### config.mk
export PLATFORM = sky130hd
export DESIGN_NAME = alu_multicycle_ctrl
export DESIGN_NICKNAME = d
export VERILOG_FILES = /design/src/rtl/core_ctrl_pkg.sv /design/src/rtl/alu_op_decode.sv /design/src/rtl/alu_multicycle_ctrl.sv
export SDC_FILE = /design/constraint.sdc
export NUM_CORES = 1
export LEC_CHECK = 0
export ABC_AREA = 1
export BUFFER_PORTS_ARGS = -buffer_cell sky130_fd_sc_hd__buf_2
export CAP_MARGIN = 20
export CORE_ASPECT_RATIO = 1.4
export CORE_UTILIZATION = 57
export CTS_BUF_LIST = sky130_fd_sc_hd__clkbuf_8
export CTS_CLUSTER_DIAMETER = 150
export DETAILED_ROUTE_END_ITERATION = 10
export GPL_TIMING_DRIVEN = 1
export MAX_ROUTING_LAYER = met4
export PLACE_DENSITY = 0.89
export RECOVER_POWER = 100
export SLEW_MARGIN = 20
export SYNTH_ARGS = -nofsm -noshare
export SYNTH_HDL_FRONTEND = slang
export SYNTH_SLANG_ARGS = --single-unit
### constraint.sdc
create_clock -name clk -period 2.6 [get_ports clk]
set_input_delay 0.26 -clock clk [delete_from_list [all_inputs] [get_ports clk]]
set_output_delay 0.26 -clock clk [all_outputs]
set_load 0.05 [all_outputs]
### src/rtl/core_ctrl_pkg.sv
// Shared definitions for the multicycle core control path: FSM states,
// ALU operation codes, opcode/funct encodings and operand-select encodings.
package core_ctrl_pkg;

   typedef enum logic [3:0] {
      ST_INIT,
      ST_FETCH,
      ST_DECODE,
      ST_EXEC_R,
      ST_EXEC_I,
      ST_MEM_ADDR,
      ST_MEM_RD,
      ST_MEM_WR,
      ST_WB_ALU,
      ST_WB_MEM,
      ST_BRANCH,
      ST_TRAP
   } state_t;

   localparam logic [3:0] ALUOP_ADD = 4'b0010;
   localparam logic [3:0] ALUOP_SUB = 4'b0110;
   localparam logic [3:0] ALUOP_AND = 4'b0000;
   localparam logic [3:0] ALUOP_OR  = 4'b0001;
   localparam logic [3:0] ALUOP_SRL = 4'b1010;

   localparam logic [6:0] OPC_RTYPE  = 7'b0110011;
   localparam logic [6:0] OPC_OPIMM  = 7'b0010011;
   localparam logic [6:0] OPC_LOAD   = 7'b0000011;
   localparam logic [6:0] OPC_STORE  = 7'b0100011;
   localparam logic [6:0] OPC_BRANCH = 7'b1100011;

   localparam logic [2:0] F3_ADD_SUB = 3'b000;
   localparam logic [2:0] F3_SRL     = 3'b101;
   localparam logic [2:0] F3_OR      = 3'b110;
   localparam logic [2:0] F3_AND     = 3'b111;
   localparam logic [2:0] F3_WORD    = 3'b010;
   localparam logic [2:0] F3_BEQ     = 3'b000;

   localparam logic [6:0] F7_BASE = 7'b0000000;
   localparam logic [6:0] F7_ALT  = 7'b0100000;

   localparam logic [1:0] SRC_A_PC    = 2'b00;
   localparam logic [1:0] SRC_A_RS1   = 2'b01;
   localparam logic [1:0] SRC_A_OLDPC = 2'b10;

   localparam logic [1:0] SRC_B_RS2  = 2'b00;
   localparam logic [1:0] SRC_B_FOUR = 2'b01;
   localparam logic [1:0] SRC_B_IMM  = 2'b10;

   // Picks the state following DECODE; anything outside the supported subset traps.
   function automatic state_t decode_target(input logic [6:0] opcode,
                                            input logic [2:0] funct3,
                                            input logic [6:0] funct7);
      state_t nxt;
      nxt = ST_TRAP;
      case (opcode)
         OPC_RTYPE: begin
            if (funct7 == F7_BASE &&
                (funct3 == F3_ADD_SUB || funct3 == F3_AND ||
                 funct3 == F3_OR || funct3 == F3_SRL))
               nxt = ST_EXEC_R;
            else if (funct7 == F7_ALT && funct3 == F3_ADD_SUB)
               nxt = ST_EXEC_R;
         end
         OPC_OPIMM:  if (funct3 == F3_ADD_SUB) nxt = ST_EXEC_I;
         OPC_LOAD:   if (funct3 == F3_WORD)    nxt = ST_MEM_ADDR;
         OPC_STORE:  if (funct3 == F3_WORD)    nxt = ST_MEM_ADDR;
         OPC_BRANCH: if (funct3 == F3_BEQ)     nxt = ST_BRANCH;
         default:    nxt = ST_TRAP;
      endcase
      return nxt;
   endfunction

endpackage

### src/rtl/alu_op_decode.sv
// Combinational ALU operation selection from control state and funct fields.
// Kept separate so a pipelined core can reuse the same funct mapping.
module alu_op_decode
   import core_ctrl_pkg::*;
(
   input  state_t     state,
   input  logic [2:0] funct3,
   input  logic [6:0] funct7,
   output logic [3:0] alu_op
);

   // Register ops follow funct; branches compare by subtraction; everything else adds.
   always_comb begin
      alu_op = ALUOP_ADD;
      case (state)
         ST_EXEC_R: begin
            case (funct3)
               F3_ADD_SUB: alu_op = (funct7 == F7_ALT) ? ALUOP_SUB : ALUOP_ADD;
               F3_AND:     alu_op = ALUOP_AND;
               F3_OR:      alu_op = ALUOP_OR;
               F3_SRL:     alu_op = ALUOP_SRL;
               default:    alu_op = ALUOP_ADD;
            endcase
         end
         ST_BRANCH: alu_op = ALUOP_SUB;
         default:   alu_op = ALUOP_ADD;
      endcase
   end

endmodule

### src/rtl/alu_multicycle_ctrl.sv
// Multicycle control FSM for the RV32I-subset core: sequences fetch, decode,
// execute, memory and write-back over a shared ALU and memory port.
module alu_multicycle_ctrl
   import core_ctrl_pkg::*;
#(
   parameter int RETIRE_W = 32
) (
   input  logic                clk,
   input  logic                reset,
   input  logic [31:0]         instr,
   input  logic                zero,
   input  logic                mem_ready,
   output logic [3:0]          alu_op,
   output logic [1:0]          alu_src_a,
   output logic [1:0]          alu_src_b,
   output logic                pc_en,
   output logic                pc_source,
   output logic                ir_write,
   output logic                mem_read,
   output logic                mem_write,
   output logic                i_or_d,
   output logic                reg_write,
   output logic                mem_to_reg,
   output logic                illegal,
   output logic [RETIRE_W-1:0] retired
);

   state_t              state_q;
   state_t              state_d;
   logic                retire_now;
   logic                illegal_q;
   logic [RETIRE_W-1:0] retired_q;

   logic [6:0] opcode;
   logic [2:0] funct3;
   logic [6:0] funct7;
   logic       unused_instr_bits;

   assign opcode = instr[6:0];
   assign funct3 = instr[14:12];
   assign funct7 = instr[31:25];
   // Register and immediate fields belong to the datapath, not the controller.
   assign unused_instr_bits = ^{instr[24:15], instr[11:7]};

   alu_op_decode u_alu_op_decode (
      .state  (state_q),
      .funct3 (funct3),
      .funct7 (funct7),
      .alu_op (alu_op)
   );

   // State register; reset aborts whatever instruction is in flight.
   always_ff @(posedge clk or posedge reset) begin
      if (reset) state_q <= ST_INIT;
      else       state_q <= state_d;
   end

   // Retirement counter and sticky illegal flag.
   always_ff @(posedge clk or posedge reset) begin
      if (reset) begin
         retired_q <= '0;
         illegal_q <= 1'b0;
      end else begin
         if (retire_now)          retired_q <= retired_q + RETIRE_W'(1);
         if (state_d == ST_TRAP)  illegal_q <= 1'b1;
      end
   end

   // Next-state and Moore outputs; pc_en/ir_write in FETCH and pc_en in BRANCH are combinational.
   always_comb begin
      state_d    = state_q;
      retire_now = 1'b0;
      alu_src_a  = SRC_A_PC;
      alu_src_b  = SRC_B_RS2;
      pc_en      = 1'b0;
      pc_source  = 1'b0;
      ir_write   = 1'b0;
      mem_read   = 1'b0;
      mem_write  = 1'b0;
      i_or_d     = 1'b0;
      reg_write  = 1'b0;
      mem_to_reg = 1'b0;
      case (state_q)
         ST_INIT: state_d = ST_FETCH;
         ST_FETCH: begin
            mem_read  = 1'b1;
            alu_src_a = SRC_A_PC;
            alu_src_b = SRC_B_FOUR;
            if (mem_ready) begin
               ir_write = 1'b1;
               pc_en    = 1'b1;
               state_d  = ST_DECODE;
            end
         end
         ST_DECODE: begin
            alu_src_a = SRC_A_OLDPC;
            alu_src_b = SRC_B_IMM;
            state_d   = decode_target(opcode, funct3, funct7);
         end
         ST_EXEC_R: begin
            alu_src_a = SRC_A_RS1;
            alu_src_b = SRC_B_RS2;
            state_d   = ST_WB_ALU;
         end
         ST_EXEC_I: begin
            alu_src_a = SRC_A_RS1;
            alu_src_b = SRC_B_IMM;
            state_d   = ST_WB_ALU;
         end
         ST_MEM_ADDR: begin
            alu_src_a = SRC_A_RS1;
            alu_src_b = SRC_B_IMM;
            state_d   = (opcode == OPC_LOAD) ? ST_MEM_RD : ST_MEM_WR;
         end
         ST_MEM_RD: begin
            i_or_d   = 1'b1;
            mem_read = 1'b1;
            if (mem_ready) state_d = ST_WB_MEM;
         end
         ST_MEM_WR: begin
            i_or_d    = 1'b1;
            mem_write = 1'b1;
            if (mem_ready) begin
               state_d    = ST_FETCH;
               retire_now = 1'b1;
            end
         end
         ST_WB_ALU: begin
            reg_write  = 1'b1;
            state_d    = ST_FETCH;
            retire_now = 1'b1;
         end
         ST_WB_MEM: begin
            reg_write  = 1'b1;
            mem_to_reg = 1'b1;
            state_d    = ST_FETCH;
            retire_now = 1'b1;
         end
         ST_BRANCH: begin
            alu_src_a  = SRC_A_RS1;
            alu_src_b  = SRC_B_RS2;
            pc_source  = 1'b1;
            pc_en      = zero;
            state_d    = ST_FETCH;
            retire_now = 1'b1;
         end
         ST_TRAP: state_d = ST_TRAP;
         default: state_d = ST_INIT;
      endcase
   end

   assign illegal = illegal_q;
   assign retired = retired_q;

endmodule

==> metrics, run 1 <==
WHS Path Cells=4; Die ar.=4753 µm²; initial antenna violation count=0; pin count of the biggest net entering global routing=38; Worst EP arrival=1.83 ns; Slew headroom=-26.25%; Synth area leader=dfrtp_1; mean post-synth cell area=6.699 µm²; synth unique cells=27; Initial Util=59.72%; VDD IR max=0.4032 mV; post-CTS setup buffers=0; Initial DRT Pass Iterations=4; Die Wd=58.56 µm; Maximum Capacitance Violations=1; WHS=about 0.4 ns; ant diodes=0; leakage power=1.435 nW; FF+latch count, synth=37; startpoint types=flop; Detail Route Antenna Nets=0; most numerous cell in the Yosys netlist=nand2_1; PD cells=roughly 700 nW/µm²; Clock Sinks=37; Die Y=81.18 µm; vias per cell=5.031; Fmax achieved=478.4 MHz; RSZ-0062 raised after global routing=false; H-tree levels=2; HP Class=in -> reg; reg2reg path depth=8; Tmin final=2.090 ns; Worst setup EP type=output port; GRT Total Usage=roughly 29%; Synth warnings=0; Post-synth EDFFs=0; cts hold-fix bufs=0; Clock Skew=0.004265 ns; Setup violations, final=0; routed via count=roughly 2.6k; vias in the first global route=2,530; largest cells by area after synthesis=dfrtp_1, nand2_1, nor2_1; Port Buf Inserts=69; Setup Crit Path Kind=reg -> out; P&R area growth vs syn=14.36%; Final GP Congestion=0.9351; post-synth net total=about 420; first-pass GRT wire length=~10 mm; Post-Syn Area=2552 µm²; Bufs on Longest Clock Path=2; Core ar.=about 4300 µm²; setup TNS=0 ns; CTS root buffer=clkbuf_8; Starting DRT DRC Count=210; Num CTS Buffers=5; measured slew at the worst slew-check pin=1.894 ns; top cell type's share of synthesized area=a little over a third; cell row count=28; CTS tree=yes; final hold vios=0; Crit Path Max Fanout=5; Clock Latency Late Sink=between 0.2 and 0.3 ns; Remaining DRCs=0; required time worst endpoint=2.34 ns; ys async rst share=100.0%; post-synthesis cell count=~380; post-DP HPWL=4.964 mm; I/O pin cnt=85; failing checks=capacitance limit, slew limit; final wirelength=6.257 mm; sequential area share after synthesis=between 30% and 40%; GR Overflow Total=0; Routed WL per cell=approximately 12 µm; fin crit share=between 80% and 90%; Final Max Slew Viols=38; layout cell share with drive strength beyond 1=7.456%; Final nets=492; top post-synthesis cells by count=nand2_1, nor2_1, inv_1; Clock transition at path regs=approximately 0.070 ns; prevailing post-synth register cell=dfrtp_1; outcome=finished with violations; PostCTS Resize Cnt=0; fin util=between 60 and 70%
==> cell families (layout without fill, tap and decap cells) <==
group	after synthesis	in the layout	share of synthesized area, %
buffers and inverters	57	132	9.166
adder cells (fa/ha/maj)	1	1	0.4901
XOR/XNOR	26	26	8.922
AO/OA/AOI/OAI	13	13	2.549
flip-flops	37	37	36.27
AND/OR/NAND/NOR	247	247	42.60
==> flip-flops by register name (all words and copies together), names as in the netlist <==
signal,flops
illegal,1
state_q,4
retired,32
==> worst max-delay path, stage by stage, from the launching register on <==
cell and delay [ns]:
dfrtp_1 0.42, inv_1 0.09, nand2_1 0.08, nor2_1 0.29
inv_1 0.09, o21ai_0 0.08, clkbuf_1 0.49
==> report_power, final <==
part | internal [mW] | total (mW) | switching [mW] | leakage, nW
sequential | 0.646 | 0.743 | 0.0964 | 0.459
clock | 0.178 | 0.367 | 0.189 | 0.0519
combinational | 0.183 | 0.951 | 0.767 | 0.924
==> through the flow <==
step,cells,power (mW),setup WS [ns],area (µm²)
finish,516,2.061,0.5099,2919
global route,516,2.189,0.3913,2919
CTS,516,2.098,0.7264,3029
detailed placement,508,1.736,0.7213,2949
global placement,508,1.719,0.7823,2949
floorplan,381,1.528,0.3461,2552
==> layout by cell type (no fill, tap or decap), types with 7 or more instances in the layout <==
cell type / count
clkbuf_1: 50
nor3_1: 11
nor2_1: 64
nand3_1: 24
xor2_1: 20
nand2_1: 128
o21ai_0: 9
inv_1: 57
dfrtp_1: 37
buf_2: 20
nand4_1: 7
==> cell type report <==
cell class	instances	area, µm²
well taps	60	75.07
fillers	440	1355
flip-flops and latches	37	925.9
clock buffers	5	68.82
clock inverters	3	11.26
multi-input cells	287	1348
repair buffers	70	287.8
inverters	54	202.7
==> layer usage <==
metal	routed length, µm	up-vias	track usage [%]
met2	3288	87	53.68
met5	0	-	-
met1	2564	1182	31.83
met4	139	0	11.90
met3	265	14	3.662
li1	-	1313	-
==> path summary, 6_finish.rpt <==
path                            slack, ns        from           end
worst max-delay path                 0.51  state_q[0]  alu_src_b[1]
worst min-delay path                 0.41   mem_ready    state_q[2]
worst max register to register       0.68  state_q[3]   retired[16]
worst min register to register       0.49     illegal       illegal
max in group asynchronous            0.88       reset    retired[1]
min in group asynchronous            0.64       reset   retired[20]
Note: power is estimated with default switching activity, not from simulation.
==> inputs of run 2 (changes only) <==
- CORE_UTILIZATION: 57 -> 53
- PLACE_DENSITY: 0.89 -> 0.83
- clock period: 2.6 -> 2.16 ns (I/O delays scaled with it)
==> run 2 against run 1 <==
Net effect:
- the flow now finishes without violations
- die area grew 7.3%
- largest power group unchanged
- worst hold slack worse by 0.23 ns
- global-route usage decreased by 2.7 points
- critical path depth is the same
- clock-buffer cell count is the same
==> metrics, run 2 (same netlist as run 1, synthesis figures left out) <==
outcome=finished, final reports clean; most common cell after layout, fill and taps aside=nand2_1; H-tree levels=2 (unchanged); fin crit share=about 90%; Setup violations, final=0 (unchanged); post-CTS setup buffers=0 (unchanged); Routed WL per cell=11.47 µm (-5.4%); PD cells=847.9 nW/µm² (+20%); cts hold-fix bufs=0 (unchanged); FF-to-FF setup slack=0.34 ns (-0.34 ns); GRT Total Usage=26.66% (-2.7 points); Critical Path End=mem_read; setup TNS=0 ns (unchanged); required time worst endpoint=1.94 ns (-0.40 ns); startpoint types=flop; layout cell share with drive strength beyond 1=10.50% (+3.0 points); PostCTS Resize Cnt=0 (unchanged); most frequent cells in the layout=nand2_1, nor2_1, inv_1; Remaining DRCs=0 (unchanged); max reg flops=32 (unchanged); Clock Sinks=37 (unchanged); pre-CTS WS=0.4271 ns (-0.2942 ns); cell row count=29 (+3.6%); ant diodes=0 (unchanged); leakage power=1.472 nW (+2.6%); RSZ-0062 raised after global routing=false; measured slew at the worst slew-check pin=0.8833 ns (-1.010 ns); Clock transition at path regs=0.07 ns (about the same); number of fill cells=456 (+3.6%); Worst EP arrival=1.70 ns (-0.13 ns); critical path's top delay family=buffers and inverters; max incr delay on CP=0.49 ns (about the same); Crit Path Max Fanout=7 (+2); non-filler cells, final=519 (+0.58%); P&R area growth vs syn=16.37%; pin count of the biggest net entering global routing=38 (unchanged); Clock Latency Late Sink=0.29 ns (about the same); CTS root buffer=clkbuf_8; I/O pin cnt=85 (unchanged); vias in the first global route=2,498 (-1.3%); initial antenna violation count=0 (unchanged); first-pass GRT wire length=10.18 mm (-2.5%); CTS tree=yes; Starting DRT DRC Count=146 (-30%); worst path cell trace=inv_1 -> nand2_1 -> inv_1 -> nand2_1 -> o21ai_0 -> clkbuf_1; Initial Util=55.83% (-3.9 points); fin util=64.97% (-3.3 points); fin area=2970 µm² (+1.8%); placed insts=511 (+0.59%); Slew headroom=41.12% (+67 points); Buf/Inv on CP=3 (unchanged); Port Buf Inserts=69 (unchanged); Tmin final=around 1.9 ns; Die Y=84.11 µm (+3.6%); final hold vios=0 (unchanged); Fmax achieved=521.5 MHz; GR Overflow Total=0 (unchanged); Worst R2R Start=retired[0]; Maximum Capacitance Violations=0 (-1); Die ar.=5101 µm² (+7.3%); final wirelength=5.955 mm (-4.8%); routed via count=2,540 (-2.2%); Total Power=2.519 mW (+22%); Worst setup EP type=output port; Bufs on Longest Clock Path=2 (unchanged); Final nets=493 (+0.20%); WHS=0.1798 ns (-0.2315 ns); crit path max-delay cell type=clkbuf_1; VDD IR max=0.5593 mV (+39%); Area after DPL=2967 µm² (+0.59%); HP Class=in -> async; post-DP HPWL=4.781 mm (-3.7%); Die Wd=60.65 µm (+3.6%); Final GP Congestion=0.9791 (+4.7%); vias per cell=4.894 (-2.7%); Core ar.=4572 µm² (+7.0%); Initial DRT Pass Iterations=5 (+1); crit path from=state_q[1]; Final Max Slew Viols=0 (-100%); Detail Route Antenna Nets=0 (unchanged); reg2reg path depth=7 (-1); Num CTS Buffers=5 (unchanged); Setup WS post-layout=0.2423 ns (-0.2676 ns); Setup Crit Path Kind=reg -> out; Crit Reg-Reg Endpoint=retired[12]; Clock Skew=0.002143 ns (-0.002122 ns); WP depth=6 (unchanged)
==> run 2: report_power, final <==
group          leakage (nW)  switching (mW)  total (mW)  internal, mW
Clock                0.0491           0.241       0.460         0.219
Sequential            0.459           0.114       0.892         0.778
Combinational         0.963           0.928        1.17         0.239
Total                  1.47            1.28        2.52          1.24
==> run 2: final cells by class <==
class                           count  area (µm²)  share of cell area (%)
Timing Repair Buffer               71       304.0                   10.24
Clock inverter                      3       13.76                  0.4634
Clock buffer                        5       68.82                   2.317
Multi-Input combinational cell    287        1378                   46.38
Tap cell                           62       77.57                   2.612
Sequential cell                    37       925.9                   31.17
Inverter                           54       202.7                   6.824
==> run 2: worst min path at each step <==
stage | cells after the start | slack (ns) | to | start
final | 3 | 0.18 | retired[18] | reset
after global routing | 3 | 0.30 | retired[12] | reset
after CTS | 3 | 0.03 | retired[24] | reset
after detailed placement | 3 | 0.34 | retired[18] | reset
after global placement | 3 | 0.34 | retired[15] | reset
after floorplan | 1 | 0.40 | illegal | reset
==> run 2: metal layers <==
metal  part of all wire (%)  global-route usage [%]
met1                     43                   29.28
met2                     51                   46.65
met3                    3.7                   4.806
met4                    2.3                   9.091
met5                      0                       -
==> run 2: worst register-to-register path: stages, from the launching register on <==
cell     delay (ns)
dfrtp_1        0.41
ha_1           0.25
nand3_1        0.09
nor2_1         0.21
and2_0         0.29
nand2_1        0.13
nor3_1         0.20
xor2_1         0.16
